==> src/rtl/mopshub_test_sequencer.sv <==
`default_nettype none
// ----------------------------------------------------------------------------
// mopshub_test_sequencer: RX -> endwait -> gap -> TX test-run sequencer
// with per-phase watchdog, saturating frame counters and trim flag. Rev 1.0
// ----------------------------------------------------------------------------
module mopshub_test_sequencer #(
  parameter int GAP_CYCLES     = 120,
  parameter int ENDWAIT_CYCLES = 1,
  parameter int TIMEOUT_CYCLES = 400000
) (
  input  logic        clk,
  input  logic        rst,
  input  logic        start,
  input  logic        trim_req,
  input  logic        end_power_init,
  input  logic        enable_tx,
  input  logic        test_rx_end,
  input  logic        test_tx_end,
  input  logic        irq_elink_rec,
  input  logic        irq_elink_tra,
  input  logic        clear_err,
  output logic        osc_auto_trim,
  output logic        test_rx,
  output logic        test_tx,
  output logic        endwait_all,
  output logic        busy,
  output logic        done,
  output logic        timeout_err,
  output logic [2:0]  state_dbg,
  output logic [15:0] rec_cnt,
  output logic [15:0] tra_cnt
);

  localparam logic [2:0] c_IDLE    = 3'd0;
  localparam logic [2:0] c_RX_RUN  = 3'd1;
  localparam logic [2:0] c_ENDWAIT = 3'd2;
  localparam logic [2:0] c_GAP     = 3'd3;
  localparam logic [2:0] c_TX_RUN  = 3'd4;
  localparam logic [2:0] c_DONE    = 3'd5;
  localparam logic [2:0] c_ERROR   = 3'd6;

  localparam logic [19:0] c_TIMEOUT_LAST = 20'(TIMEOUT_CYCLES - 1);
  localparam logic [19:0] c_GAP_LAST     = 20'(GAP_CYCLES - 1);
  localparam logic [19:0] c_ENDWAIT_LAST = 20'(ENDWAIT_CYCLES - 1);
  localparam logic [15:0] c_CNT_MAX      = 16'hFFFF;

  logic [2:0]  state_q, state_d;
  // Shared phase counter: watchdog in RX/TX, duration timer in ENDWAIT/GAP
  logic [19:0] cnt_q, cnt_d;
  logic [15:0] rec_q, rec_d;
  logic [15:0] tra_q, tra_d;
  logic        trim_q, trim_d;
  logic        test_rx_q, test_tx_q, endwait_q, busy_q, done_q, err_q;
  logic        w_run_start;

  assign w_run_start = (state_q == c_IDLE) && start;

  always_comb begin
    state_d = state_q;
    cnt_d   = cnt_q;
    case (state_q)
      c_IDLE: begin
        if (start) begin
          state_d = c_RX_RUN;
          cnt_d   = '0;
        end
      end
      c_RX_RUN: begin
        if (test_rx_end) begin
          state_d = c_ENDWAIT;
          cnt_d   = '0;
        end else if (cnt_q >= c_TIMEOUT_LAST) begin
          state_d = c_ERROR;
          cnt_d   = '0;
        end else begin
          cnt_d = cnt_q + 20'd1;
        end
      end
      c_ENDWAIT: begin
        if (cnt_q >= c_ENDWAIT_LAST) begin
          state_d = c_GAP;
          cnt_d   = '0;
        end else begin
          cnt_d = cnt_q + 20'd1;
        end
      end
      c_GAP: begin
        if (cnt_q >= c_GAP_LAST) begin
          state_d = enable_tx ? c_TX_RUN : c_DONE;
          cnt_d   = '0;
        end else begin
          cnt_d = cnt_q + 20'd1;
        end
      end
      c_TX_RUN: begin
        if (test_tx_end) begin
          state_d = c_DONE;
          cnt_d   = '0;
        end else if (cnt_q >= c_TIMEOUT_LAST) begin
          state_d = c_ERROR;
          cnt_d   = '0;
        end else begin
          cnt_d = cnt_q + 20'd1;
        end
      end
      c_DONE: begin
        state_d = c_IDLE;
        cnt_d   = '0;
      end
      c_ERROR: begin
        if (clear_err) begin
          state_d = c_IDLE;
        end
        cnt_d = '0;
      end
      default: begin
        state_d = c_IDLE;
        cnt_d   = '0;
      end
    endcase
  end

  always_comb begin
    rec_d = rec_q;
    tra_d = tra_q;
    if (w_run_start) begin
      rec_d = '0;
      tra_d = '0;
    end else if (busy_q) begin
      if (irq_elink_rec && (rec_q != c_CNT_MAX)) rec_d = rec_q + 16'd1;
      if (irq_elink_tra && (tra_q != c_CNT_MAX)) tra_d = tra_q + 16'd1;
    end
  end

  // Clear dominates set when both arrive together
  always_comb begin
    trim_d = trim_q;
    if (end_power_init) trim_d = 1'b0;
    else if (trim_req)  trim_d = 1'b1;
  end

  always_ff @(posedge clk) begin
    if (rst) begin
      state_q   <= c_IDLE;
      cnt_q     <= '0;
      rec_q     <= '0;
      tra_q     <= '0;
      trim_q    <= 1'b0;
      test_rx_q <= 1'b0;
      test_tx_q <= 1'b0;
      endwait_q <= 1'b0;
      busy_q    <= 1'b0;
      done_q    <= 1'b0;
      err_q     <= 1'b0;
    end else begin
      state_q   <= state_d;
      cnt_q     <= cnt_d;
      rec_q     <= rec_d;
      tra_q     <= tra_d;
      trim_q    <= trim_d;
      test_rx_q <= (state_d == c_RX_RUN);
      test_tx_q <= (state_d == c_TX_RUN);
      endwait_q <= (state_d == c_ENDWAIT);
      busy_q    <= (state_d != c_IDLE) && (state_d != c_ERROR);
      done_q    <= (state_d == c_DONE);
      err_q     <= (state_d == c_ERROR);
    end
  end

  assign osc_auto_trim = trim_q;
  assign test_rx       = test_rx_q;
  assign test_tx       = test_tx_q;
  assign endwait_all   = endwait_q;
  assign busy          = busy_q;
  assign done          = done_q;
  assign timeout_err   = err_q;
  assign state_dbg     = state_q;
  assign rec_cnt       = rec_q;
  assign tra_cnt       = tra_q;

endmodule
`default_nettype wire

==> config.mk <==
export PLATFORM = sky130hd
export DESIGN_NAME = mopshub_test_sequencer
export DESIGN_NICKNAME = d
export VERILOG_FILES = /design/src/rtl/mopshub_test_sequencer.sv
export SDC_FILE = /design/constraint.sdc
export NUM_CORES = 1
export LEC_CHECK = 0
export ABC_AREA = 1
export BUFFER_PORTS_ARGS = -buffer_cell sky130_fd_sc_hd__buf_2
export CORE_MARGIN = 1
export CORE_UTILIZATION = 53
export CTS_BUF_LIST = sky130_fd_sc_hd__clkbuf_4
export CTS_CLUSTER_DIAMETER = 60
export DETAILED_ROUTE_END_ITERATION = 10
export PLACE_DENSITY = 0.75
export SYNTH_ARGS = -nofsm -noshare
export SYNTH_HDL_FRONTEND = slang
export SYNTH_SLANG_ARGS = --single-unit
export TNS_END_PERCENT = 1
==> constraint.sdc <==
create_clock -name clk -period 1.65 [get_ports clk]
set_input_delay 0.165 -clock clk [delete_from_list [all_inputs] [get_ports clk]]
set_output_delay 0.165 -clock clk [all_outputs]
set_load 0.03 [all_outputs]
==> reports/metrics.csv, run 1 <==
stage;metric;value;unit
min_path;min_from;trim_req;
min_path;min_to;osc_auto_trim$_SDFFE_PP0P_;
routing;wirelength;8770;um
placed_design;dp.cells;680;
min_path;hold_path_class;input pin to flop;
synth;netlist_instances;529;
sta;max_freq;0.617;GHz
sta;hold_ws;0.0226;ns
routing;top_layer;met4;
setup_path;crit_path_max_fanout;4;
clock_tree;root_buffer;clkbuf_4;
min_path;whs_path_depth;3;
setup_path;reg2reg_to;cnt_q[18]$_SDFFE_PP0P_;
clock_tree;cts_sinks;62;
routing;firstDrtPassIters;4;
clock_tree;h-tree-depth;3;
setup_path;timing.rr.start;cnt_q[1]$_SDFFE_PP0P_;
clock_tree;clkTransAtPathRegs;0.10;ns
sta;relSlewSlack;76.5;%
setup_path;cp-start-kind;flop;
routing;via_per_inst;5.27;
routing;num_vias;3699;
global_route;grtUsageTotal;25.3;%
sta;tightest_slew;0.351;ns
synth;synth-seq-area-share;35.3;%
synth;syn_area;3520;sq um
routing;met3_length;450;um
routing;wl_per_cell;12.5;um
synth;yosysWarnings;0;
setup_path;crit_type;flop to flop;
global_route;overflow;0;
power_and_ir_drop;peakVddDrop;0.649;mV
synth;ys_ff_latch;62;
routing;final_antenna_net_count;0;
placed_design;gp_congestion;0.950;
floorplanning;pin_count;53;
sta;setup_viol;0;
floorplanning;num_rows;29;
clock_tree;cts_made_buffers;9;
clock_tree;clock_path_buffers;2;
sta;post-route-min-period;1.62;ns
run_status;status;finished clean;
setup_path;crit_start;cnt_q[1]$_SDFFE_PP0P_;
floorplanning;coreArea;6390;sq um
floorplanning;die-area;6970;sq um
floorplanning;die_x;83.5;um
routing;met1_length;3880;um
synth;syn_nets;543;
routing;met2_length;4340;um
setup_path;cp-end-kind;flop;
setup_path;cp.arrival;1.92;ns
sta;layout_setup_ws;0.0296;ns
setup_path;ff2ff_path_depth;11;
global_route;grt_antenna_before_repair;0;
floorplanning;die_y;83.5;um
finish;layout-drive-gt1-share;30.2;%
sta;hold_viol_final;0;
power_and_ir_drop;leakagePower;1.98;nW
floorplanning;initial_core_util;55.1;%
synth;synth_cell_type_count;36;
finish;final_cell_count_no_fill;702;
routing;drt_iter0_markers;154;
sta;finClkSkew;0.00800;ns
placed_design;io_buffers;52;
global_route;grt_max_degree;19;
synth;syn_area_per_cell;6.65;sq um
setup_path;critical_path_required;1.95;ns
sta;rsz0062_at_grt;yes;
job;drv_cap;0;
clock_tree;worstSkewPairLatency;0.40;ns
sta;timing.final.max_slew_violations;0;
finish;diodes;0;
power_and_ir_drop;power.density;743;nW/um^2
routing;drt_drc_violations_left;0;
setup_path;r2r_slack;0.03;ns
global_route;grt_pass1_vias;3359;
finish;area_growth;24.4;%
placed_design;hpwl;6420;um
sta;setup_tns;0;ns
clock_tree;cts_tree;done;
sta;post-route-period-util;98.2;%
placed_design;dp_slack;0.00918;ns
finish;fin_nets;634;
global_route;grt_pass1_wl;14400;um
worst max path at each step:
stage	endpoint	slack, ns	cells past startpoint
final	cnt_q[18]$_SDFFE_PP0P_	0.03	11
after global routing	cnt_q[7]$_SDFFE_PP0P_	-0.08	11
after CTS	tra_cnt[5]$_SDFFE_PP0P_	0.007	9
after detailed placement	busy$_SDFF_PP0_	0.009	12
after global placement	busy$_SDFF_PP0_	0.04	12
after floorplan	tra_cnt[13]$_SDFFE_PP0P_	-0.02	9
sequential cells by signal (all words and copies together) (netlist names):
register       flops
busy               1
osc_auto_trim      1
test_rx            1
timeout_err        1
rec_cnt           16
test_tx            1
cnt_q             20
state_dbg          3
tra_cnt           16
endwait_all        1
done               1
cells by family (layout without fill, tap and decap cells):
kind of cell / after synthesis / count (layout) / share of synthesized area, %
buffers and inverters: 89 / 185 / 10.1
AOI/OAI and AO/OA: 61 / 61 / 9.25
xor gates and xnor gates: 14 / 14 / 3.49
and+or+nand+nor: 300 / 300 / 40.8
adders and majority gates: 3 / 3 / 1.07
DFF: 62 / 62 / 35.3
metrics by stage:
step	total power [mW]	area [sq um]	utilization, %
after global placement	2.04	4060	63.6
after global routing	3.39	4370	68.5
after floorplan	1.90	3530	-
final	3.25	4370	68.5
after CTS	3.21	4230	66.3
after detailed placement	2.05	4060	63.6
critical path: stages, from the launching register on:
cell and delay (ns):
dfxtp_2 0.37, ha_4 0.15, nand2_4 0.07, nor2_8 0.12
nand3_4 0.08, nor2_4 0.14, nand3_2 0.11, nor2_4 0.16
nand2_2 0.07, nand2_2 0.06, nand2_1 0.05, and3_1 0.14
routing by layer:
metal / track usage [%] / up-vias
met3: 3.56 / 13
met5: 0 / -
met4: 11.2 / 0
met2: 44.5 / 109
met1: 30.8 / 1690
li1: - / 1887
timing repair:
| action | CTS | global route |
|---|---|---|
| endpoints found under the hold margin | 1 | 0 |
| hold buffers | 1 | 0 |
| buffers inserted | 0 | 5 |
| endpoints found under the setup margin | 2 | 56 |
| pin swaps | 1 | 13 |
| gates resized for setup | 3 | 32 |
synth_stat cells:
library cell | n | area, sq um
nand4_1 | 10 | 62.6
xnor2_1 | 10 | 87.6
inv_2 | 27 | 101
nor3_1 | 20 | 100
o21ai_0 | 15 | 75.1
o2111ai_1 | 2 | 17.5
nand3b_1 | 2 | 15.0
nand3_4 | 1 | 17.5
o21a_1 | 2 | 15.0
nor3_2 | 8 | 80.1
buf_2 | 4 | 20.0
clkinv_1 | 1 | 3.75
nand3_1 | 44 | 220
nand4_2 | 2 | 25.0
nand2_2 | 6 | 37.5
ha_1 | 3 | 37.5
clkbuf_1 | 1 | 3.75
inv_1 | 53 | 199
nor2_8 | 1 | 20.0
nand2_1 | 139 | 522
or2_2 | 1 | 6.26
a31oi_1 | 2 | 12.5
nor2_1 | 49 | 184
o211ai_1 | 1 | 7.51
and3_1 | 1 | 6.26
xor2_1 | 4 | 35.0
nand3_2 | 4 | 40.0
dfxtp_1 | 62 | 1240
a21oi_1 | 33 | 165
o21ai_1 | 5 | 25.0
nor3b_1 | 2 | 15.0
nor2_2 | 6 | 37.5
o21bai_1 | 1 | 7.51
buf_6 | 2 | 22.5
inv_4 | 1 | 6.26
nor2_4 | 4 | 45.0
cells in the final DEF (no fill, tap or decap), types with 2 or more instances in the layout:
| master | Yosys | layout |
|---|---|---|
| dfxtp_1 | 62 | 48 |
| inv_1 | 53 | 53 |
| nand3_1 | 44 | 43 |
| o2111ai_1 | 2 | 2 |
| xor2_1 | 4 | 4 |
| buf_2 | 4 | 52 |
| clkinv_1 | 1 | 4 |
| nor3b_1 | 2 | 2 |
| dfxtp_4 | 0 | 4 |
| o21ai_0 | 15 | 13 |
| nor2_2 | 6 | 8 |
| xnor2_1 | 10 | 10 |
| o21ai_1 | 5 | 7 |
| nand3b_1 | 2 | 2 |
| inv_2 | 27 | 26 |
| clkbuf_4 | 0 | 10 |
| nand3_2 | 4 | 4 |
| nor3_1 | 20 | 19 |
| nand3_4 | 1 | 2 |
| nand2_2 | 6 | 11 |
| nor3_2 | 8 | 9 |
| a31oi_1 | 2 | 2 |
| a21oi_1 | 33 | 33 |
| nor2_1 | 49 | 45 |
| nand4_1 | 10 | 10 |
| ha_4 | 0 | 2 |
| bufinv_16 | 0 | 2 |
| o21a_1 | 2 | 2 |
| buf_4 | 0 | 33 |
| nand2_1 | 139 | 133 |
| nor2_4 | 4 | 6 |
| dfxtp_2 | 0 | 10 |
report_power, final:
part	internal (mW)	switching, mW	total [mW]
sequential	1.53	0.0270	1.55
combinational	0.177	0.345	0.522
clock	0.615	0.558	1.17
layout make-up:
cell class | count | area [sq um]
clock buffer | 10 | 75.1
clock inverter | 6 | 76.3
fill | 549 | 2010
inverter | 82 | 315
multi-input combinational | 378 | 2010
sequential | 62 | 1270
tap | 77 | 96.3
timing repair buffer | 87 | 529
Power figures use the tool's default switching activity.
==> inputs of run 2 (changes only) <==
--- a/config.mk
+++ b/config.mk
@@ -13,6 +13,7 @@
 export CTS_CLUSTER_DIAMETER = 60
 export DETAILED_ROUTE_END_ITERATION = 10
 export PLACE_DENSITY = 0.75
+export REMOVE_ABC_BUFFERS = 1
 export SYNTH_ARGS = -nofsm -noshare
 export SYNTH_HDL_FRONTEND = slang
 export SYNTH_SLANG_ARGS = --single-unit
==> reports/metrics.csv, run 2 (synthesized netlist as in run 1, its figures left out) <==
stage;metric;value;unit;change
sta;hold_viol_final;0;;unchanged
placed_design;gp_congestion;0.927;;-2.5%
routing;num_vias;3769;;+1.9%
global_route;overflow;0;;unchanged
setup_path;slowest_stage;dfxtp_1;;
placed_design;hpwl;6470;um;+0.82%
clock_tree;clkTransAtPathRegs;0.10;ns;about the same
placed_design;dp_slack;-0.0209;ns;-0.0300 ns
global_route;grt_antenna_before_repair;0;;unchanged
global_route;grt_pass1_vias;3529;;+5.1%
finish;final_cell_count_no_fill;715;;+1.9%
clock_tree;worstSkewPairLatency;0.41;ns;about the same
sta;relSlewSlack;73.0;%;-3.5 points
setup_path;crit_path_max_fanout;11;;+7
power_and_ir_drop;p_clk_share;33.2;%;-2.9 points
finish;largest_register_ffs;20;;unchanged
sta;setup_viol;0;;unchanged
setup_path;r2r_slack;0.04;ns;about the same
sta;max_freq;0.620;GHz;+0.45%
setup_path;ff2ff_path_depth;9;;-2
power_and_ir_drop;p_int;2.19;mW;-5.3%
power_and_ir_drop;leakagePower;2.12;nW;+6.9%
global_route;grt_max_degree;19;;unchanged
setup_path;path_cells;inv_2 -> nand3_1 -> nor2_4 -> inv_2 -> buf_12 -> nand3_4 -> nand2_2 -> buf_4 -> nor3_1;;
sta;tightest_slew;0.403;ns;+0.0515 ns
finish;layout_common_cells;130 x nand2_1, 53 x inv_1, 52 x buf_2, 51 x dfxtp_1, 43 x buf_4;;
routing;drt_iter0_markers;177;;+15%
finish;diodes;0;;unchanged
clock_tree;cts_sinks;62;;unchanged
run_status;status;finished clean;;
routing;wl_per_cell;12.5;um;about the same
floorplanning;initial_core_util;55.1;%;unchanged
global_route;grt_pass1_wl;15300;um;+6.3%
finish;regMostFlops;cnt_q;;
min_path;hold_path_class;input pin to flop;;
routing;final_antenna_net_count;0;;unchanged
setup_path;cp-start-kind;flop;;
routing;firstDrtPassIters;5;;+1
finish;area_growth;29.3;%;
finish;fin_nets;647;;+2.1%
floorplanning;pin_count;53;;unchanged
clock_tree;cts_tree;done;;
setup_path;cp-end-kind;flop;;
routing;drt_drc_violations_left;0;;unchanged
placed_design;io_buffers;52;;unchanged
clock_tree;clock_path_buffers;2;;unchanged
placed_design;dp.cells;693;;+1.9%
finish;layout-drive-gt1-share;34.0;%;+3.8 points
clock_tree;root_buffer;clkbuf_4;;
finish;post-route-cell-area;4550;sq um;+3.9%
power_and_ir_drop;p_sw_share;29.5;%;+0.89 points
setup_path;path_common_cell;inv_2;;
sta;setup_tns;0;ns;unchanged
floorplanning;num_rows;29;;unchanged
power_and_ir_drop;peakVddDrop;0.441;mV;-32%
setup_path;slowest_delay;0.35;ns;-0.02 ns
power_and_ir_drop;p_switching;920;uW;-1.2%
routing;via_per_inst;5.27;;about the same
min_path;whs_path_depth;3;;unchanged
power_and_ir_drop;pwr-share-seq;49.7;%;+1.9 points
floorplanning;coreArea;6390;sq um;unchanged
finish;layout_commonest_cell;nand2_1;;
sta;post-route-period-util;97.8;%;-0.44 points
global_route;grtUsageTotal;26.4;%;+1.1 points
sta;layout_setup_ws;0.0369;ns;+0.00726 ns
setup_path;critical_path_required;1.97;ns;+0.02 ns
floorplanning;die_y;83.5;um;unchanged
power_and_ir_drop;pwr-share-comb;17.1;%;+1.0 points
routing;wirelength;8950;um;+1.9%
placed_design;post_dp_cell_area;4160;sq um;+2.3%
sta;finClkSkew;0.0223;ns;+0.0142 ns
sta;hold_ws;0.0290;ns;+0.00640 ns
floorplanning;die-area;6970;sq um;unchanged
setup_path;crit_type;flop to flop;;
power_and_ir_drop;power.density;685;nW/um^2;-7.8%
floorplanning;die_x;83.5;um;unchanged
sta;rsz0062_at_grt;yes;;
setup_path;cp.arrival;1.93;ns;about the same
clock_tree;cts_made_buffers;9;;unchanged
sta;post-route-min-period;1.61;ns;-0.00726 ns
clock_tree;h-tree-depth;3;;unchanged
sta;timing.final.max_slew_violations;0;;unchanged
job;drv_cap;0;;unchanged
[run 2: cell types whose count changed in the layout (fill, tap and decap cells not counted), moves of 3 or more]
| cell | delta |
|---|---|
| nand2_1 | -3 |
| buf_4 | +10 |
| clkinv_1 | -3 |
| nand3_2 | +4 |
| o21ai_1 | -3 |
| nor2_1 | -4 |
| nand3_1 | -4 |
| clkinv_2 | +3 |
| dfxtp_2 | -3 |
| dfxtp_1 | +3 |
[run 2: through the flow]
stage | utilization (%) | total power [mW]
2_1_floorplan | - | 1.88
3_3_place_gp | 65.1 | 2.06
3_5_place_dp | 65.1 | 2.06
4_1_cts | 67.4 | 3.10
5_1_grt | 71.2 | 3.27
6_report | 71.2 | 3.11
[run 2: critical path: cells and delay by family (launching register included)]
family | cells | cell delay, ns
flip-flops | 1 | 0.35
AND/OR/NAND/NOR | 5 | 0.67
buffers and inverters | 4 | 0.52
[run 2: power groups by stage]
| stage | Combinational (mW) | Clock, mW | Sequential (mW) |
|---|---|---|---|
| 6_report | 0.532 | 1.03 | 1.55 |
| 5_1_grt | 0.586 | 1.13 | 1.55 |
| 4_1_cts | 0.495 | 1.06 | 1.55 |
| 3_5_place_dp | 0.482 | 0 | 1.58 |
| 3_3_place_gp | 0.475 | 0 | 1.58 |
| 2_1_floorplan | 0.242 | 0 | 1.64 |
[run 2: metal layers]
metal  GRT usage (%)  part of all wire, %
met1            33.2                   45
met2            44.6                   50
met3            5.34                  4.0
met4            10.3                  1.5
met5               0                    0
[run 2: path summary, 6_finish.rpt]
check,start,end
worst max-delay path,state_dbg[0]$_SDFF_PP0_,cnt_q[8]$_SDFFE_PP0P_
worst min-delay path,trim_req,osc_auto_trim$_SDFFE_PP0P_
worst max register to register,state_dbg[0]$_SDFF_PP0_,cnt_q[8]$_SDFFE_PP0P_
worst min register to register,cnt_q[19]$_SDFFE_PP0P_,cnt_q[19]$_SDFFE_PP0P_
[run 2: timing repair]
item                                   in CTS  in global routing
endpoints found under the hold margin       1                  0
gates resized for setup                     1                 63
pin swaps                                   2                 13
setup endpoints to repair                   4                 55
buffers inserted                            1                  4
hold buffers                                1                  0
[run 2: layout make-up]
| class | instances | area (sq um) |
|---|---|---|
| Timing Repair Buffer | 100 | 647 |
| Clock buffer | 11 | 82.6 |
| Clock inverter | 5 | 50.0 |
| Fill cell | 505 | 1840 |
| Multi-Input combinational cell | 378 | 2090 |
| Sequential cell | 62 | 1260 |
| Tap cell | 77 | 96.3 |
| Inverter | 82 | 320 |
==> inputs of run 3 (changes only) <==
==> constraint.sdc (replaced) <==
create_clock -name clk -period 1.65 [get_ports clk]
set_input_delay 0 -clock clk [delete_from_list [all_inputs] [get_ports clk]]
set_output_delay 0 -clock clk [all_outputs]
set_load 0.03 [all_outputs]
==> reports/metrics.csv, run 3 (synthesized netlist as in run 1, its figures left out) <==
stage;metric;value;unit;change
finish;layout_commonest_cell;nand2_1;;
setup_path;ff2ff_path_depth;9;;unchanged
sta;tightest_slew;0.402;ns;-0.000945 ns
clock_tree;cts_sinks;62;;unchanged
clock_tree;cts_made_buffers;9;;unchanged
clock_tree;clock_path_buffers;2;;unchanged
global_route;grt_pass1_wl;15300;um;about the same
setup_path;path_buf_inv;4;;unchanged
floorplanning;die-area;6970;sq um;unchanged
power_and_ir_drop;power.density;683;nW/um^2;-0.22%
power_and_ir_drop;p_clk_share;33.3;%;about the same
routing;num_vias;3756;;-0.34%
routing;drt_iter0_markers;177;;unchanged
routing;firstDrtPassIters;4;;-1
clock_tree;root_buffer;clkbuf_4;;
sta;finClkSkew;0.0209;ns;-0.00134 ns
placed_design;gp_congestion;0.927;;unchanged
power_and_ir_drop;pwr-share-seq;49.5;%;-0.2 points
setup_path;timing.rr.start;state_dbg[0]$_SDFF_PP0_;;
routing;wirelength;9050;um;+1.2%
setup_path;crit_cells;9;;unchanged
floorplanning;initial_core_util;55.1;%;unchanged
clock_tree;cts_tree;done;;
run_status;status;finished clean;;
floorplanning;coreArea;6390;sq um;unchanged
setup_path;slowest_delay;0.35;ns;about the same
finish;fin_nets;650;;+0.46%
clock_tree;h-tree-depth;3;;unchanged
setup_path;crit_type;flop to flop;;
finish;layout_common_cells;130 x nand2_1, 53 x inv_1, 52 x buf_2, 51 x dfxtp_1, 43 x buf_4;;
setup_path;slowest_stage;dfxtp_1;;
global_route;grt_max_degree;19;;unchanged
routing;final_antenna_net_count;0;;unchanged
global_route;grt_pass1_vias;3529;;unchanged
placed_design;dp.cells;693;;unchanged
setup_path;crit_family;simple AND/OR/NAND/NOR gates;;
finish;final_cell_count_no_fill;718;;+0.42%
job;drv_cap;0;;unchanged
floorplanning;die_x;83.5;um;unchanged
setup_path;crit_path_max_fanout;11;;unchanged
global_route;overflow;0;;unchanged
routing;wl_per_cell;12.6;um;+0.78%
setup_path;critPathCapture;cnt_q[8]$_SDFFE_PP0P_;;
sta;setup_viol;0;;unchanged
power_and_ir_drop;p_sw_share;29.7;%;+0.17 points
min_path;hold_path_class;input pin to flop;;
floorplanning;pin_count;53;;unchanged
finish;diodes;0;;unchanged
setup_path;cp-start-kind;flop;;
sta;max_freq;0.618;GHz;-0.34%
finish;regMostFlops;cnt_q;;
global_route;grt_antenna_before_repair;0;;unchanged
sta;timing.final.max_slew_violations;0;;unchanged
finish;largest_register_ffs;20;;unchanged
setup_path;path_cells;inv_2 -> nand3_1 -> nor2_4 -> inv_2 -> buf_12 -> nand3_4 -> nand2_2 -> buf_4 -> nor3_1;;
finish;area_growth;30.1;%;
power_and_ir_drop;power;3.13;mW;+0.44%
floorplanning;num_rows;29;;unchanged
placed_design;hpwl;6470;um;unchanged
clock_tree;worstSkewPairLatency;0.41;ns;about the same
placed_design;io_buffers;52;;unchanged
sta;hold_viol_final;0;;unchanged
finish;layout-drive-gt1-share;33.9;%;-0.16 points
setup_path;critical_path_required;1.97;ns;about the same
power_and_ir_drop;peakVddDrop;0.442;mV;+0.24%
clock_tree;clkTransAtPathRegs;0.11;ns;about the same
routing;via_per_inst;5.23;;-0.76%
setup_path;cp.arrival;1.94;ns;about the same
setup_path;r2r_slack;0.03;ns;about the same
power_and_ir_drop;p_switching;929;uW;+1.0%
sta;rsz0062_at_grt;yes;;
power_and_ir_drop;pwr-share-comb;17.2;%;about the same
global_route;grtUsageTotal;26.5;%;about the same
setup_path;path_common_cell;inv_2;;
setup_path;reg2reg_to;cnt_q[8]$_SDFFE_PP0P_;;
floorplanning;die_y;83.5;um;unchanged
sta;relSlewSlack;73.0;%;about the same
power_and_ir_drop;p_int;2.20;mW;+0.20%
sta;post-route-min-period;1.62;ns;+0.00554 ns
sta;post-route-period-util;98.1;%;+0.34 points
power_and_ir_drop;leakagePower;2.13;nW;+0.69%
routing;drt_drc_violations_left;0;;unchanged
setup_path;cp-end-kind;flop;;
setup_path;crit_start;state_dbg[0]$_SDFF_PP0_;;
==> run 3: through the flow <==
step	util, %	hold slack [ns]	worst slack, ns	cell area, sq um	TNS [ns]
CTS	67.9	0.0141	0.00323	4340	0
finish	71.7	0.0634	0.0313	4580	0
floorplan	-	0.0724	-0.189	3470	-4.15
global placement	65.1	0.164	0.0638	4160	0
detailed placement	65.1	0.164	-0.0209	4160	-0.0209
global route	71.7	0.0943	-0.0876	4580	-0.828
==> run 3: worst min-delay path, cell delays in order <==
cell and delay (ns):
buf_2 0.12, nor2_4 0.04, nand2_1 0.06, nand2_1 0.07, nand2_2 0.09, nor2_1 0.05
==> run 3: worst min-delay path by stage <==
stage | depth (start not counted) | to | start
floorplan | 1 | state_dbg[1]$_SDFF_PP0_ | rst
global placement | 2 | osc_auto_trim$_SDFFE_PP0P_ | end_power_init
detailed placement | 2 | osc_auto_trim$_SDFFE_PP0P_ | end_power_init
CTS | 6 | tra_cnt[14]$_SDFFE_PP0P_ | irq_elink_tra
global route | 6 | timeout_err$_SDFF_PP0_ | test_rx_end
finish | 6 | timeout_err$_SDFF_PP0_ | test_rx_end
==> run 3: final cells by class <==
| class | count | area, sq um |
|---|---|---|
| timing repair buffer | 103 | 677 |
| fill | 501 | 1810 |
| tap | 77 | 96.3 |
| clock buffer | 11 | 82.6 |
| inverter | 82 | 320 |
| multi-input combinational | 378 | 2090 |
| sequential | 62 | 1260 |
| clock inverter | 5 | 50.0 |
==> run 3: per-layer routing <==
metal | track usage [%] | vias to the layer above | wire length [um]
li1 | - | 1914 | -
met1 | 33.3 | 1744 | 4010
met2 | 44.6 | 85 | 4500
met3 | 5.34 | 13 | 410
met4 | 10.3 | 0 | 136
met5 | 0 | - | 0
==> run 3: timing repair <==
item / CTS / global route
hold buffers: 4 / 0
endpoints found under the setup margin: 4 / 55
cloned: 0 / 0
pin swaps: 2 / 13
gates resized for setup: 1 / 63
endpoints found under the hold margin: 9 / 0
setup buffers: 1 / 4
==> run 3: power by group through the flow <==
stage	clock (mW)	combinational, mW	sequential, mW
final	1.04	0.539	1.55
after detailed placement	0	0.482	1.58
after global placement	0	0.475	1.58
after floorplan	0	0.242	1.64
after global routing	1.13	0.592	1.55
after CTS	1.06	0.500	1.55
